--- config.mk ---
export PLATFORM = sky130hd
export DESIGN_NAME = branch_predictor
export DESIGN_NICKNAME = d
export VERILOG_FILES = /design/src/rtl/branch_predictor.sv
export SDC_FILE = /design/constraint.sdc
export NUM_CORES = 1
export LEC_CHECK = 0
export ABC_AREA = 1
export BUFFER_PORTS_ARGS = -buffer_cell sky130_fd_sc_hd__buf_2
export CORE_MARGIN = 2
export CORE_UTILIZATION = 50
export DETAILED_ROUTE_END_ITERATION = 8
export GPL_TIMING_DRIVEN = 1
export PLACE_DENSITY = 0.69
export SYNTH_ARGS = -nofsm -noshare
export SYNTH_HDL_FRONTEND = slang
export SYNTH_SLANG_ARGS = --single-unit
--- constraint.sdc ---
create_clock -name clk -period 5.3 [get_ports clk]
set_input_delay 1.06 -clock clk [delete_from_list [all_inputs] [get_ports clk]]
set_output_delay 1.06 -clock clk [all_outputs]
set_load 0.005 [all_outputs]
--- src/rtl/branch_predictor.sv ---
// Bimodal branch predictor: BHT of 2-bit saturating counters with a registered mispredict pulse.
// Optional BP_STATS_EN macro adds branch and mispredict event counters.
module branch_predictor #(
  parameter int         INDEX_BITS = 6,
  parameter int         PC_WIDTH   = 64,
  parameter logic [1:0] INIT_STATE = 2'b01
) (
  input  logic                clk,
  input  logic                rst_n,
  input  logic [PC_WIDTH-1:0] lookup_pc,
  output logic                pred_taken,
  input  logic                upd_valid,
  input  logic [PC_WIDTH-1:0] upd_pc,
  input  logic                upd_taken,
  input  logic                upd_pred_taken,
  input  logic                stall,
`ifdef BP_STATS_EN
  output logic [31:0]         stat_branches,
  output logic [31:0]         stat_mispredicts,
`endif
  output logic                mispredict,
  output logic                correct_taken
);

  localparam int ENTRIES = 1 << INDEX_BITS;

  logic [1:0]            bht [ENTRIES];
  logic [INDEX_BITS-1:0] lookup_idx;
  logic [INDEX_BITS-1:0] upd_idx;
  logic                  accept;
  logic                  wrong;

  assign lookup_idx = lookup_pc[INDEX_BITS+1:2];
  assign upd_idx    = upd_pc[INDEX_BITS+1:2];

  // Aliasing is intentional: the byte offset and bits above the index never reach the table.
  logic unused_pc_bits;
  assign unused_pc_bits = ^{lookup_pc[PC_WIDTH-1:INDEX_BITS+2], lookup_pc[1:0],
                            upd_pc[PC_WIDTH-1:INDEX_BITS+2], upd_pc[1:0]};

  // Read before write: a same-cycle update to this entry is seen from the next cycle.
  assign pred_taken = bht[lookup_idx][1];

  assign accept = upd_valid & ~stall;
  assign wrong  = accept & (upd_taken ^ upd_pred_taken);

  // NOTE: the table is flop-based and every entry must come out of reset as INIT_STATE,
  // so the whole array sits in the async reset branch; it cannot map onto a RAM macro.
  always_ff @(posedge clk or negedge rst_n) begin
    if (!rst_n) begin
      for (int i = 0; i < ENTRIES; i++) begin
        bht[i] <= INIT_STATE;
      end
    end else if (accept) begin
      if (upd_taken) begin
        if (bht[upd_idx] != 2'b11) bht[upd_idx] <= bht[upd_idx] + 2'd1;
      end else begin
        if (bht[upd_idx] != 2'b00) bht[upd_idx] <= bht[upd_idx] - 2'd1;
      end
    end
  end

  always_ff @(posedge clk or negedge rst_n) begin
    if (!rst_n) begin
      mispredict    <= 1'b0;
      correct_taken <= 1'b0;
    end else begin
      mispredict <= wrong;
      if (wrong) correct_taken <= upd_taken;
    end
  end

`ifdef BP_STATS_EN
  always_ff @(posedge clk or negedge rst_n) begin
    if (!rst_n) begin
      stat_branches    <= '0;
      stat_mispredicts <= '0;
    end else begin
      if (accept) stat_branches    <= stat_branches + 32'd1;
      if (wrong)  stat_mispredicts <= stat_mispredicts + 32'd1;
    end
  end
`endif

endmodule

# == Word-level counts from Yosys, hierarchy flattened ==
# Cells that the tools add are included.
# totals
reg_bits,130
input_bits,134
output_inout_bits,3
wordCells,96
# classes
add_sub_neg,2
n_lt_le_gt_ge,3
n_eq_ne,2
muxes,13
bitwise,6
n_reduce_logical,4
# op_table
op,count
$mux W128,3
$bwmux W128,2
$bmux W2 S6,2
$ge A7 B7 Y1 const B,2
$not A6 Y7,2
$demux W2 S6,1
$mux W2,5
$lt A7 B1 Y1 const B,1
$reduce_bool A2 Y1,2
$reduce_and A3 Y1,1
$add A2 B1 Y2 const B,1
$and A1 B1 Y1,2
$ne A2 B1 Y1 const B,1
$ne A2 B2 Y1 const B,1
$sub A2 B1 Y2 const B,1
$logic_and A1 B1 Y1,1
$not A1 Y1,1
$xor A1 B1 Y1,1

# == Logic depth before layout (Yosys ltp) ==
# depth
depth_word,8
depth_mapped,25
depth_no_buf,23

# == Worst setup path after synthesis ==
# OpenSTA, ideal clock, no wires.
# synth_path
path_kind,input-to-reg
startpoint,in upd_pc[3]
endpoint,reg bht[39] in the netlist's numbering
setup_time_ps,144
arrival_time_ps,3310
t_required_ps,5156
slack_ps,1846
cell_stages,22
path_buffers,3
cell_sequence,buf_2 > inv_1 > buf_2 > clkbuf_1 > a21oi_1 > o21ai_0 > nand2_1 > nand2_1 > nand2_1 > inv_1 > nand3_1 > ha_1 > nand2_1 > nand2_1 > nor2_1 > inv_1 > nor2_1 > inv_1 > nor2_1 > inv_1 > nand2_1 > o21ai_0
# synth_between
elab_chain_cells,8
elab_cells_between_ends,21
classes_between,2 x add/sub; 2 x order compare; 2 x eq/ne; 10 x mux; 1 x bitwise; 4 x reduce/logical
# synth_lines
item,line,rtl
start: declaration,13,"input logic [PC_WIDTH-1:0] upd_pc,"
$not A6 Y7 (not written as such) *,"56, 58",
"$bmux W2 S6, or another cell as far along","56, 58",
$mux W2 (not written as such) / $logic_and A1 B1 Y1 (equally long branches),"56, 58",
$mux W2 (not written as such),"56, 58",
"$sub A2 B1 Y2, or another cell as far along",58,if (bht[upd_idx] != 2'b00) bht[upd_idx] <= bht[upd_idx] - 2'd1;
$bwmux W128 (on tied branches),"58, 56",
$mux W128 (on tied branches),"58, 56",
$mux W128,55,if (upd_taken) begin
end signal: indexed assignment,52,bht[i] <= INIT_STATE;
end: declaration,27,logic [1:0] bht [ENTRIES];
# Mark *: on every way between the ends. The rest lies on a longest branch, timed or not. The select of a mux whose other input is x is not followed.
# A chain may end at the register's enable or synchronous reset.

# == Worst setup path in the final report ==
# layout_path
startpoint,in upd_pc[4]
endpoint,reg bht[79] in the netlist's numbering
# Same word-level chain as after synthesis.

==> flow_summary.yaml <==
die:
  die_x_um: 127.3
  core_area_um2: 15030
  fp.dieArea_um2: 16200
  rows: 45
  die_h_um: 127.3
  ios: 137
  start_util_pct: 50.54
power:
  pwr-share-clk_pct: 43.4
  p_int_uw: 1945
  peakVddDrop_v: 0.0002520
  finalPower_uw: 2679
  power_frac_seq_pct: 43.3
  p_comb_share_pct: 13.3
  p_leak_uw: 0.003899
  swShare_pct: 27.40
  power_density_nw_per_um2: 317.6
  p_sw_uw: 734.0
routing:
  drt-initial-drc-count: 759
  vias_per_cell: 5.423
  drtAntennaViolNets: 0
  routed_wl_um: 22930
  drt-wirelength-per-cell_um: 17.00
  drt-pass1-iter-count: 5
  drc: 0
  vias: 7315
sta:
  fin_crit_ns: 4.227
  fin_tns_setup_ns: 0
  tightest_slew_ns: 0.8406
  rsz0062_at_grt: "false"
  hold_viol: 0
  slew-limit-headroom_pct: 43.81
  period_share_pct: 79.75
  setup_viol: 0
  fmax_mhz: 236.6
  skew_ns: 0.007960
  drv_slew: 0
grt:
  grt.met2_usage_pct: 47.66
  grt_max_degree: 77
  use_met1_pct: 39.56
  grt_usage_pct: 29.77
  first_global_vias: 7099
  grt-busiest-layer: "met2"
  gr-total-overflow: 0
  grt_pass1_wl_um: 37070
  antenna_found_initial: 0
  met3_usage_pct: 5.946
placement:
  hpwl_um: 13700
  port_buffers: 20
  gp_congestion: 0.8669
cts:
  cts_tree: "done"
  clk_path_buf_depth: 2
  ctsHtreeMaxLevel: 4
  insertion_delay_ns: 0.43
  postCtsSetupRepairBufs: 0
  cts_sinks: 130
  numCtsBuffers: 17
  path_clk_slew_ns: 0.06
  clockRootBuffer: "clkbuf_16"
  cts-resized-gates: 0
  holdBufCountCts: 0
cells_and_area:
  syn2layout_area_growth_pct: 11.02
  layout_common_cells: "493 x nand2_1, 129 x nand3_1, 112 x inv_1"
  antenna_cells: 0
  drive_above_1_share_pct: 11.71
  layout_commonest_cell: "nand2_1"
  nets: 1284
logic_synthesis:
  synth_cell_types: 25
  synth_area_um2: 7597
  synth-seq-cells: 130
  synth_nets: 1279
  synth_warnings: 0
  synthCells: 1143
  syn_area_per_cell_um2: 6.647
  seq_area_frac_synth_pct: 43.87
min_path:
  hp-class: "register to register"
critical_path:
  worstPathRequired_ns: 5.60
  cp.arrival_ns: 4.53
  cp-end-kind: "register"
  critical_path_class: "input port to register"
  cp_max_fo: 8
  start_kind: "input port"
outcome:
  outcome: "completed"
job:
  drv_cap: 0
[final timing paths]
kind                       startpoint   endpoint  slack, ns  cells past startpoint
setup / recovery            upd_pc[4]    bht[79]       1.07                     19
hold / removal               register   register       0.46                      2
setup reg to reg             register    bht[79]       2.01                     16
hold reg to reg              register   register       0.46                      2
max in group asynchronous       rst_n  async pin       3.63                      2
min in group asynchronous       rst_n    bht[25]       0.65                      1
[cell type report]
cell class | count | area [µm²]
Inverter | 114 | 427.9
Clock buffer | 28 | 536.8
Clock inverter | 4 | 45.04
Multi-Input combinational cell | 847 | 3593
Fill cell | 1426 | 6599
Timing Repair Buffer | 38 | 262.8
Sequential cell | 130 | 3333
Tap cell | 188 | 235.2
[metal layers]
metal,part of all wire (%),vias to the layer above,routed length [µm]
met1,42,3360,9718
met3,8.1,68,1861
li1,-,3575,-
met2,46,312,10570
met5,0,-,0
met4,3.4,0,776
[synthesized netlist by cell type]
cell,count,share of area (%)
dfstp_2,64,22
ha_1,2,0.33
buf_2,17,1.1
nand3_1,129,8.5
nand2_1,493,24
xor2_1,1,0.12
a21oi_1,28,1.8
nand3b_1,1,0.099
or2_2,1,0.082
o21ai_0,80,5.3
clkinv_1,1,0.049
inv_2,1,0.049
nor3_1,8,0.53
buf_4,6,0.59
o211ai_1,5,0.49
nor2_1,88,4.3
clkbuf_1,21,1.0
dfrtp_1,66,22
inv_1,112,5.5
o21ai_1,5,0.33
buf_6,5,0.74
buf_1,3,0.15
or2_0,1,0.082
mux2_2,1,0.15
or2_1,4,0.33
[worst max-delay path, cell delays in order]
cell and delay (ns):
buf_2 0.17, buf_4 0.20, nor2_1 0.54, o211ai_1 0.24, nand2_1 0.12, o21ai_1 0.09, nand2_1 0.14, nor2_4 0.04
nand2_1 0.09, inv_1 0.05, ha_1 0.18, inv_1 0.05, nor2_1 0.03, nor2_1 0.25, nand3_1 0.67, nor2_1 0.35
inv_1 0.12, nand2_1 0.07, o21ai_0 0.07
[cell families (layout without fill, tap and decap cells)]
logic type               Yosys count  count (layout)  synth area share [%]
AND/OR/NAND/NOR                  725             725                 38.32
buffers and inverters            166             184                 9.272
flip-flops                       130             130                 43.87
AO/OA/AOI/OAI                    118             118                 7.938
adder cells (fa/ha/maj)            2               2                0.3293
XOR/XNOR                           1               1                0.1153
multiplexers                       1               1                0.1482
[power groups by stage]
| stage | clock network, µW | registers, µW | logic [µW] |
|---|---|---|---|
| floorplan | 0 | 1160 | 231 |
| global placement | 0 | 1170 | 346 |
| detailed placement | 0 | 1170 | 351 |
| CTS | 1170 | 1160 | 353 |
| global route | 1210 | 1170 | 399 |
| finish | 1160 | 1160 | 356 |
[stage by stage]
stage	instances	utilization, %	worst slack [ns]	hold WS (ns)	cell area [µm²]
detailed placement	1317	52.23	0.7482	0.4555	7853
global placement	1317	52.23	0.7731	0.4506	7853
CTS	1349	56.10	1.184	0.4655	8434
finish	1349	56.10	1.073	0.4644	8434
global route	1349	56.10	0.9067	0.4782	8434
floorplan	1143	-	1.846	0.4428	7597
Note: power is estimated with default switching activity, not from simulation.
